===== config.mk =====
export PLATFORM = sky130hd
export DESIGN_NAME = gpu_instruction_encoder
export DESIGN_NICKNAME = d
export VERILOG_FILES = /design/src/rtl/gpu_instruction_encoder.sv
export SDC_FILE = /design/constraint.sdc
export NUM_CORES = 1
export LEC_CHECK = 0
export ABC_AREA = 1
export CORE_ASPECT_RATIO = 1.75
export CORE_MARGIN = 4
export CORE_UTILIZATION = 42
export CTS_BUF_LIST = sky130_fd_sc_hd__clkbuf_16
export CTS_CLUSTER_SIZE = 28
export DETAILED_ROUTE_END_ITERATION = 10
export PLACE_DENSITY = 0.69
export SYNTH_ARGS = -nofsm -noshare
export SYNTH_HDL_FRONTEND = slang
export SYNTH_SLANG_ARGS = --single-unit

===== constraint.sdc =====
create_clock -name clk -period 1.6 [get_ports clk]
set_clock_uncertainty 0.05 [all_clocks]
set_input_delay 0.24 -clock clk [delete_from_list [all_inputs] [get_ports clk]]
set_output_delay 0.24 -clock clk [all_outputs]
set_load 0.01 [all_outputs]

===== src/rtl/gpu_instruction_encoder.sv =====
// Sequences one host draw request into the XY1/XY2/RAD/DRAW instruction stream, honouring stall_i.
// Optional macro GPU_ENC_XY_CACHE_EN: skip setup instructions that repeat the last issued value.
module gpu_instruction_encoder #(
  parameter int unsigned WIDTH_BITS   = 10,
  parameter int unsigned HEIGHT_BITS  = 9,
  parameter int unsigned CHANNEL_BITS = 8
) (
  input  logic                    clk,
  input  logic                    n_rst,
  input  logic                    req_valid_i,
  output logic                    req_ready_o,
  input  logic [3:0]              req_op_i,
  input  logic [WIDTH_BITS-1:0]   x1_i,
  input  logic [WIDTH_BITS-1:0]   x2_i,
  input  logic [HEIGHT_BITS-1:0]  y1_i,
  input  logic [HEIGHT_BITS-1:0]  y2_i,
  input  logic [WIDTH_BITS-1:0]   rad_i,
  input  logic [2:0]              oct_i,
  input  logic [CHANNEL_BITS-1:0] r_i,
  input  logic [CHANNEL_BITS-1:0] g_i,
  input  logic [CHANNEL_BITS-1:0] b_i,
  input  logic                    stall_i,
  output logic [3:0]              opcode_o,
  output logic [27:0]             parameters_o,
  output logic                    command_o,
  output logic                    busy_o,
  output logic                    illegal_o
);

  localparam int unsigned XY_BITS  = WIDTH_BITS + HEIGHT_BITS;
  localparam int unsigned RGB_BITS = 3 * CHANNEL_BITS;

  typedef enum logic [2:0] {IDLE, XY1, XY2, RAD, DRAW} state_t;

  state_t state_q, state_d, eff_state;

  logic [3:0]            op_q;
  logic [XY_BITS-1:0]    xy1_q, xy2_q;
  logic [WIDTH_BITS-1:0] rad_q;
  logic [2:0]            oct_q;
  logic [RGB_BITS-1:0]   rgb_q;

  logic [3:0]  opcode_q, opcode_d;
  logic [27:0] params_q, params_d;
  logic        command_q, command_d;
  logic        illegal_q, illegal_d;

  logic        accept, op_legal, round_op;
  logic [27:0] draw_p;

  assign accept   = req_valid_i && (state_q == IDLE);
  assign op_legal = (req_op_i >= 4'd4) && (req_op_i <= 4'd8);
  assign round_op = (op_q == 4'd6) || (op_q == 4'd7);

  always_ff @(posedge clk or negedge n_rst) begin
    if (!n_rst) begin
      op_q  <= '0;
      xy1_q <= '0;
      xy2_q <= '0;
      rad_q <= '0;
      oct_q <= '0;
      rgb_q <= '0;
    end else if (accept) begin
      op_q  <= req_op_i;
      xy1_q <= {y1_i, x1_i};
      xy2_q <= {y2_i, x2_i};
      rad_q <= rad_i;
      oct_q <= oct_i;
      rgb_q <= {r_i, g_i, b_i};
    end
  end

  always_comb begin
    draw_p = 28'(rgb_q);
    if (op_q == 4'd7) draw_p[26:24] = oct_q;
    if (op_q == 4'd8) draw_p = '0;
  end

`ifdef GPU_ENC_XY_CACHE_EN
  logic [XY_BITS-1:0]    c_xy1_q, c_xy2_q;
  logic [WIDTH_BITS-1:0] c_rad_q;
  logic                  c_xy1_v_q, c_xy2_v_q, c_rad_v_q;
  logic                  hit_xy1, hit_xy2, hit_rad;

  assign hit_xy1 = c_xy1_v_q && (c_xy1_q == xy1_q);
  assign hit_xy2 = c_xy2_v_q && (c_xy2_q == xy2_q);
  assign hit_rad = c_rad_v_q && (c_rad_q == rad_q);

  // Cached setup states are walked through combinationally so a hit costs no cycle.
  always_comb begin
    eff_state = state_q;
    if (eff_state == XY1 && hit_xy1) eff_state = round_op ? RAD : XY2;
    if (eff_state == XY2 && hit_xy2) eff_state = DRAW;
    if (eff_state == RAD && hit_rad) eff_state = DRAW;
  end

  always_ff @(posedge clk or negedge n_rst) begin
    if (!n_rst) begin
      c_xy1_q   <= '0;
      c_xy2_q   <= '0;
      c_rad_q   <= '0;
      c_xy1_v_q <= 1'b0;
      c_xy2_v_q <= 1'b0;
      c_rad_v_q <= 1'b0;
    end else if (command_d) begin
      if (eff_state == XY1) begin
        c_xy1_q   <= xy1_q;
        c_xy1_v_q <= 1'b1;
      end
      if (eff_state == XY2) begin
        c_xy2_q   <= xy2_q;
        c_xy2_v_q <= 1'b1;
      end
      if (eff_state == RAD) begin
        c_rad_q   <= rad_q;
        c_rad_v_q <= 1'b1;
      end
    end
  end
`else
  assign eff_state = state_q;
`endif

  always_comb begin
    state_d   = state_q;
    opcode_d  = opcode_q;
    params_d  = params_q;
    command_d = 1'b0;
    illegal_d = 1'b0;
    case (eff_state)
      IDLE: begin
        if (req_valid_i) begin
          if (op_legal) state_d = (req_op_i == 4'd8) ? DRAW : XY1;
          else          illegal_d = 1'b1;
        end
      end
      XY1: begin
        if (!stall_i) begin
          command_d = 1'b1;
          opcode_d  = 4'd1;
          params_d  = 28'(xy1_q);
          state_d   = round_op ? RAD : XY2;
        end
      end
      XY2: begin
        if (!stall_i) begin
          command_d = 1'b1;
          opcode_d  = 4'd2;
          params_d  = 28'(xy2_q);
          state_d   = DRAW;
        end
      end
      RAD: begin
        if (!stall_i) begin
          command_d = 1'b1;
          opcode_d  = 4'd3;
          params_d  = 28'(rad_q);
          state_d   = DRAW;
        end
      end
      DRAW: begin
        if (!stall_i) begin
          command_d = 1'b1;
          opcode_d  = op_q;
          params_d  = draw_p;
          state_d   = IDLE;
        end
      end
      default: state_d = IDLE;
    endcase
  end

  always_ff @(posedge clk or negedge n_rst) begin
    if (!n_rst) begin
      state_q   <= IDLE;
      opcode_q  <= '0;
      params_q  <= '0;
      command_q <= 1'b0;
      illegal_q <= 1'b0;
    end else begin
      state_q   <= state_d;
      opcode_q  <= opcode_d;
      params_q  <= params_d;
      command_q <= command_d;
      illegal_q <= illegal_d;
    end
  end

  assign req_ready_o  = (state_q == IDLE);
  assign busy_o       = (state_q != IDLE);
  assign opcode_o     = opcode_q;
  assign parameters_o = params_q;
  assign command_o    = command_q;
  assign illegal_o    = illegal_q;

endmodule

# Word level (Yosys, flattened, before mapping)
# Index checks and enable logic that the tools add are counted.
# word_totals
regBits	116
inputBits	83
# op_classes
n_eq_ne	15
mux	25
reduce_logical	10
order_cmp	2
# ops
operator	n
2-to-1 mux 28 bit	4
case mux 28 bit (4 select lines)	1
2-to-1 mux 27 bit	1
2-to-1 mux 3 bit	7
2-to-1 mux 4 bit	4
case mux 4 bit (4 select lines)	1
!= test 2 bit, second input constant	6
case mux 3 bit (4 select lines)	1
AND reduction 5 bit	2
== test 4 x 3 -> 1 bit, second input constant	2
== test 4 bit, second input constant	2
== test 3 x 2 -> 1 bit, second input constant	2
2-to-1 mux 1 bit	6
greater-or-equal comparator 4 x 3 -> 1 bit, second input constant	1
less-or-equal comparator 4 bit, second input constant	1
nonzero test 4 bit	1
OR reduction 4 bit	1
== test 3 x 1 -> 1 bit, second input constant	1
== test 3 bit, second input constant	1
zero test 3 bit	1
nonzero test 3 bit	1
logical AND 1 bit	2
!= test 2 x 1 -> 1 bit, second input constant	1
OR reduction 2 bit	1
logical OR 1 bit	1

# Depth between registers and ports, before layout
# Gate-level depths: netlist of run 1.
# depth
word_depth	5
ltp_mapped	9
mapped_depth_nobuf	8

# Worst setup path before layout of run 1
# Ideal clock, no wire load.
# synth_path
path_kind	reg2reg
startpoint	reg state_q[0] (netlist: eff_state[0])
endpoint	reg state_q[0] (netlist: eff_state[0])
slack_ns	0.233
n_path_buf	1
t_arrival_ns	1.191
path_stages_with_launch	8
cell_sequence	dfrtp_1 nor2_4 nand2_4 nor2_8 buf_6 nand2_1 nand2_1 o21ai_0
# synth_between
elab_chain_cells	4
word_cells_on_any_way	13
# synth_lines
element	line	source
start: declaration	35	state_t state_q, state_d, eff_state;
start signal: assignment	181	state_q <= state_d;
== test 3 x 2 -> 1 bit	130	case (eff_state)
OR reduction 2 bit (no line)	--	
!= test 2 bit (no line)	--	
AND reduction 5 bit (no line)	--	
# Parallel ways exist; a longest one is shown, timed or not.
# A chain may end at the register's enable or synchronous reset.

# Final worst setup path of run 1
# layout_path
startpoint	reg state_q[1] (netlist: eff_state[1])
endpoint	reg xy1_q[1]
# layout_between
elab_chain_cells	2
# layout_lines
element	line	source
zero test 3 bit	51	assign accept = req_valid_i && (state_q == IDLE);
logical AND 1 bit	51	
end signal: assignment	65	xy1_q <= {y1_i, x1_i};
end: declaration	38	logic [XY_BITS-1:0] xy1_q, xy2_q;
# No other way between the ends.

==> summary.md, run 1 <==
| Metric | Value |
|---|---|
| Final Max Tran Viols | 0 |
| Later-pin clock latency in the skew report | 0.40 ns |
| Worst-path clk slew | 0.05 ns |
| Leakage power | 3.74 nW |
| Internal reg-to-reg setup slack | 0.03 ns |
| Final Hold Slack | 0.277 ns |
| Area Overhead vs Synth | 41.6% |
| Syn_area_per_cell | 8.00 um2 |
| TritonCTS clock tree | done |
| Die height | 153 um |
| Syn_nets | 715 |
| Share of the synthesized area in the top cell type | 56.9% |
| Crit path largest cell delay | 0.41 ns |
| Fill count | 1,035 |
| RSZ-0062 raised after global routing | true |
| First-pass GRT wire length | 22,100 um |
| Chip width | 90.9 um |
| WP data arrival | 1.79 ns |
| Synth warn | 0 |
| Vias in the first global route | 4,668 |
| Layout cell share with drive strength beyond 1 | 9.36% |
| DPL Wire Length | 9710 um |
| CTS sink cnt | 115 |
| DR DRC count | 0 |
| Die ar. | 13,900 um2 |
| Ranking of synthesized cells by area | dfrtp_1 57%, nand2_1 22%, o21ai_0 4.5% |
| Max Freq | 635 MHz |
| Part of the power in registers | 36.3% |
| Status | finished clean |
| Type of the worst min-delay path | input port to async pin |
| Cell taking the most area after synthesis | dfrtp_1 |
| DR vias/cell | 4.90 |
| Routed wire length | 13,800 um |
| Max cap viols | 0 |
| Yosys cell types | 22 |
| Sw frac | 36.0% |
| Core box area | 11,700 um2 |
| First-pass DRT Iterations | 5 |
| Grt total ovfl | 0 |
| Sequential element share of the synthesized area | 56.9% |
| Final Cell Area | 7160 um2 |
| DR vias | 4,480 |
| Post-DRT Antenna Nets | 0 |
| Wire per inst | 15.1 um |
| P_sw | 4.84 mW |
| Synth Cell Area | 5060 um2 |
| CP Data Required Time | 1.81 ns |
| Total track usage | 20.0% |
| Critical path cell sequence | nor2_4, nand2_4, buf_6, nor2_8, buf_12, o21ai_0 |
| Post-synthesis register bit count | 115 |
| Logic pwr share | 37.2% |
| Final Net Count | 855 |
| PwrDens | 1880 nW/um2 |
| Crit end category | flop |
| N_diodes | 0 |
| Min cycle time layout | 1.57 ns |
| FP Rows | 52 |
| # setup viols final | 0 |
| Port buffer count | 117 |
| Maximum vdd drop | 0.000944 V |
| Largest net degree at the start of global routing | 50 |
| Area after DPL | 6490 um2 |
| Ports | 119 |
| Routability cong. | 0.882 |
| Kind of critical path | flop to flop |
| Initial antenna violation count | 0 |
| Placed cell count | 879 |
| Mapped Cells | 632 |
| Final core occ | 61.1% |
| Period utilization | 98.4% |
| Root Buffer | clkbuf_16 |
| Effective utilization at floorplan | 43.2% |
| Setup_tns | 0 ns |
| CP Max Fanout | 49 |
| Clock buffer depth | 2 |
| 1st-iter DRT viols | 237 |
| H-tree depth | 4 |
| Clk pwr share | 26.6% |
| Number of CTS-inserted buffers | 17 |
| Power Internal | 8.60 mW |
| Final hold vios | 0 |
| Startpoint Class | flop |
| Slowest-stage cell, CP | dfrtp_1 |
| Final cell count without fillers | 915 |
==> placed cells by master (no fill, tap or decap), types with 2 or more instances in the layout <==
cell and instances:
clkinv_1 3, clkdlybuf4s50_1 81, clkinvlp_4 2, nand3_1 33
o21ai_1 2, nand2_2 2, a21oi_1 12, nand2_1 301
dfrtp_1 115, nor3_1 2, nand3_2 2, buf_12 8
buf_2 2, nor2_4 2, inv_1 43, nor2_1 35
clkinv_2 2, dlymetal6s2s_1 7, o21ai_0 45, bufinv_16 3
clkbuf_16 19, inv_2 3, buf_6 2, dlygate4sd2_1 26
buf_4 21
==> critical path: cells and delay by family, from the launching register on <==
| kind | cells | cell delay, ns |
|---|---|---|
| flops | 1 | 0.41 |
| buf+inv | 2 | 0.38 |
| simple gates | 3 | 0.43 |
| compound gates | 1 | 0.13 |
==> cell usage after synthesis, drive strengths merged <==
| cell type | instances |
|---|---|
| o21ai | 47 |
| dfrtp | 115 |
| clkinv | 2 |
| buf | 23 |
| a21oi | 12 |
| nor3 | 2 |
| clkbuf | 6 |
| nand2 | 304 |
| conb | 1 |
| nand3 | 36 |
| inv | 45 |
| nor2 | 39 |
==> state kept, by name (all words and copies together), names as in the netlist <==
register	flops
op_q	4
parameters_o	27
rgb_q	24
rad_q	10
opcode_o	4
illegal_o	1
eff_state	3
command_o	1
xy2_q	19
oct_q	3
xy1_q	19
==> power groups by stage <==
stage,logic [mW],registers (mW),clock network (mW)
after global routing,5.63,5.01,3.76
final,4.99,4.87,3.57
after detailed placement,4.94,4.89,0
after global placement,4.79,4.86,0
after floorplan,2.83,4.86,0
after CTS,4.83,4.86,3.62
==> final timing paths <==
| kind | to | depth (start not counted) | from |
|---|---|---|---|
| min in group clk | xy2_q[12]$_DFFE_PN0P_ | 3 | y2_i[2] |
| hold / removal | opcode_o[0]$_DFFE_PN0P_ | 2 | n_rst |
| setup reg to reg | xy1_q[1]$_DFFE_PN0P_ | 6 | eff_state[1]$_DFFE_PN0P_ |
| max in group asynchronous | parameters_o[19]$_DFFE_PN0P_ | 3 | n_rst |
| hold reg to reg | xy2_q[4]$_DFFE_PN0P_ | 2 | xy2_q[4]$_DFFE_PN0P_ |
| setup / recovery | xy1_q[1]$_DFFE_PN0P_ | 6 | eff_state[1]$_DFFE_PN0P_ |
==> repair_timing <==
action,in CTS,in global routing
resized for setup,35,13
setup buffers,3,2
pin swaps,2,1
endpoints found under the hold margin,27,0
hold buffers,1,0
setup endpoints to repair,29,83
gates cloned,0,3
==> cells by family (layout without fill, tap and decap cells) <==
kind of cell / after synthesis / in the layout / synth area share [%]
flip-flops: 115 / 115 / 56.9
AND/OR/NAND/NOR: 381 / 381 / 30.3
buffers and inverters: 76 / 224 / 6.83
other: 1 / 1 / 0.0742
AO/OA/AOI/OAI: 59 / 59 / 5.84
==> layer usage <==
layer / share of wire [%] / GRT usage [%] / vias up
met5: 0 / 0 / -
li1: - / - / 2222
met1: 39 / 22.7 / 2098
met2: 54 / 35.0 / 134
met3: 4.5 / 4.23 / 26
met4: 3.0 / 9.86 / 0
==> per-stage QoR <==
stage	worst slack [ns]	power, mW
after floorplan	0.233	7.69
after global placement	0.0244	9.65
after detailed placement	0.00926	9.83
after CTS	0.00170	13.3
after global routing	-0.0393	14.4
final	0.0251	13.4
==> final cells by class <==
| class | instances | area [um2] | share of cell area (%) |
|---|---|---|---|
| Inverter | 47 | 183 | 2.55 |
| Sequential cell | 115 | 2880 | 40.2 |
| Tap cell | 135 | 169 | 2.36 |
| Timing Repair Buffer | 150 | 1540 | 21.5 |
| Multi-Input combinational cell | 441 | 1850 | 25.8 |
| Clock buffer | 17 | 425 | 5.94 |
| Clock inverter | 10 | 123 | 1.71 |
(Power assumes the default switching activity.)
==> run 2, diff against run 1 <==
--- a/config.mk
+++ b/config.mk
@@ -13,6 +13,8 @@
 export CTS_CLUSTER_SIZE = 28
 export DETAILED_ROUTE_END_ITERATION = 10
 export PLACE_DENSITY = 0.69
+export SKIP_LAST_GASP = 1
 export SYNTH_ARGS = -nofsm -noshare
 export SYNTH_HDL_FRONTEND = slang
 export SYNTH_SLANG_ARGS = --single-unit
+export TNS_END_PERCENT = 100
==> summary.md, run 2 (synthesis results as in run 1) <==
| Metric | Value |
|---|---|
| Grt total ovfl | 0 (unchanged) |
| Critical path cell sequence | nor2_4, nand2_4, buf_8, nor2_8, buf_4, nand2_1, o21ai_0 |
| H-tree depth | 4 (unchanged) |
| CTS sink cnt | 115 (unchanged) |
| Final hold vios | 0 (unchanged) |
| Crit end category | flop |
| Wire per inst | 15.6 um (+3.2%) |
| Min cycle time layout | 1.59 ns (+0.0159 ns) |
| Period utilization | 99.4% (+0.99 points) |
| Initial antenna violation count | 0 (unchanged) |
| CP Max Fanout | 12 (-76%) |
| Routed wire length | 14,300 um (+3.6%) |
| Maximum vdd drop | 0.000990 V (+4.9%) |
| Clock buffer depth | 2 (unchanged) |
| PwrDens | 1890 nW/um2 (+0.75%) |
| Buffer and inverter count on the worst path | 2 (unchanged) |
| FP Rows | 52 (unchanged) |
| DR vias/cell | 4.98 (+1.6%) |
| R2r worst-path depth | 7 (+1) |
| Die height | 153 um (unchanged) |
| N_diodes | 0 (unchanged) |
| Area Overhead vs Synth | 43.1% |
| Chip width | 90.9 um (unchanged) |
| Core box area | 11,700 um2 (unchanged) |
| Setup_tns | 0 ns (unchanged) |
| TritonCTS clock tree | done |
| DR DRC count | 0 (unchanged) |
| First-pass GRT wire length | 22,100 um (unchanged) |
| Most frequent cells in the layout | 301 x nand2_1, 115 x dfrtp_1, 81 x clkdlybuf4s50_1 |
| Effective utilization at floorplan | 43.2% (unchanged) |
| Final Cell Area | 7240 um2 (+1.1%) |
| DR vias | 4,573 (+2.1%) |
| Kind of critical path | flop to flop |
| Leakage power | 3.78 nW (+0.90%) |
| DPL Wire Length | 9710 um (unchanged) |
| Internal reg-to-reg setup slack | 0.009 ns (-0.02 ns) |
| # setup viols final | 0 (unchanged) |
| Critical path depth | 7 (+1) |
| First-pass DRT Iterations | 5 (unchanged) |
| Most common cell after layout, fill and taps aside | nand2_1 |
| Later-pin clock latency in the skew report | 0.41 ns (about the same) |
| Worst-path clk slew | 0.05 ns (about the same) |
| Crit path largest cell delay | 0.41 ns (about the same) |
| Total track usage | 20.0% (unchanged) |
| Total power | 13.7 mW (+1.8%) |
| Max Freq | 629 MHz (-1.0%) |
| CP Data Required Time | 1.86 ns (+0.05 ns) |
| Final Net Count | 859 (+0.47%) |
| Dpl ws | 0.00926 ns (unchanged) |
| Ports | 119 (unchanged) |
| Final Max Tran Viols | 0 (unchanged) |
| Largest net degree at the start of global routing | 50 (unchanged) |
| Reg-to-reg startpoint | eff_state[1]$_DFFE_PN0P_ |
| Startpoint Class | flop |
| 1st-iter DRT viols | 294 (+24%) |
| Max reg flops | 27 (unchanged) |
| Routability cong. | 0.882 (unchanged) |
| Slowest-stage cell, CP | dfrtp_1 |
| Root Buffer | clkbuf_16 |
| Area after DPL | 6490 um2 (unchanged) |
| Vias in the first global route | 4,668 (unchanged) |
| Worst setup margin | 0.00918 ns (-0.0159 ns) |
| End of the critical path | rad_q[9]$_DFFE_PN0P_ |
| WP data arrival | 1.85 ns (+0.06 ns) |
| Top delay family on crit path | simple AND/OR/NAND/NOR gates |
| Number of CTS-inserted buffers | 17 (unchanged) |
| Post-DRT Antenna Nets | 0 (unchanged) |
| Port buffer count | 117 (unchanged) |
| Die ar. | 13,900 um2 (unchanged) |
| Status | finished clean |
| Max cap viols | 0 (unchanged) |
| Reg-to-reg endpoint | rad_q[9]$_DFFE_PN0P_ |
| CP startpoint | eff_state[1]$_DFFE_PN0P_ |
| RSZ-0062 raised after global routing | true |
| Type of the worst min-delay path | input port to async pin |
| Layout cell share with drive strength beyond 1 | 9.69% (+0.33 points) |
==> run 2: cell types whose count changed in the layout (fill, tap and decap cells not counted) <==
cell       delta
nor2_2        -1
inv_6         +1
clkbuf_16     +2
nor2_4        +1
nor2_1        +1
buf_8         +1
inv_4         -1
==> run 2: layout make-up <==
type,instances,area [um2]
sequential,115,2880
inverter,47,185
clock inverter,10,123
clock buffer,17,425
multi-input combinational,442,1850
timing repair buffer,153,1600
tap,135,169
fill,1027,4480
==> run 2: worst min path at each step <==
stage               start                      end  slack, ns  cells after the start
finish              n_rst  opcode_o[0]$_DFFE_PN0P_       0.27                      2
global route        n_rst  opcode_o[0]$_DFFE_PN0P_       0.31                      2
CTS                 n_rst  opcode_o[0]$_DFFE_PN0P_       0.29                      2
detailed placement  n_rst  opcode_o[0]$_DFFE_PN0P_       0.16                      1
global placement    n_rst  opcode_o[0]$_DFFE_PN0P_       0.16                      1
floorplan           n_rst      command_o$_DFF_PN0_      -0.11                      0
==> run 2: per-layer routing <==
layer  track usage [%]  wire, um  up-vias
li1                  -         -     2233
met2              35.0      7760      158
met3              4.23       610       38
met1              22.7      5440     2144
met4              9.86       533        0
met5                 0         0        -
==> run 2: report_power, final <==
group | switching [mW] | internal (mW) | leakage [nW]
clock | 1.22 | 2.37 | 0.274
sequential | 0.658 | 4.21 | 1.45
combinational | 3.08 | 2.15 | 2.06
total | 4.95 | 8.73 | 3.78
==> run 2: repair_timing <==
item | in CTS | in global routing
gates cloned | 0 | 7
gates resized for setup | 34 | 15
hold endpoints to repair | 27 | 0
pin swaps | 2 | 2
hold buffers | 1 | 0
setup buffers | 3 | 2
setup endpoints to repair | 29 | 84
==> run 2: per-stage QoR <==
stage / hold slack (ns) / utilization [%] / std cells
after global routing: 0.310 / 61.8 / 919
after floorplan: -0.106 / - / 632
after detailed placement: 0.162 / 55.4 / 879
final: 0.266 / 61.8 / 919
after global placement: 0.163 / 55.4 / 879
after CTS: 0.287 / 60.2 / 910
==> run 3, diff against run 2 <==
--- a/config.mk
+++ b/config.mk
@@ -17,4 +17,3 @@
 export SYNTH_ARGS = -nofsm -noshare
 export SYNTH_HDL_FRONTEND = slang
 export SYNTH_SLANG_ARGS = --single-unit
-export TNS_END_PERCENT = 100
==> results of run 3 <==
No change in the layout: final DEF, timing and power equal those of run 2.
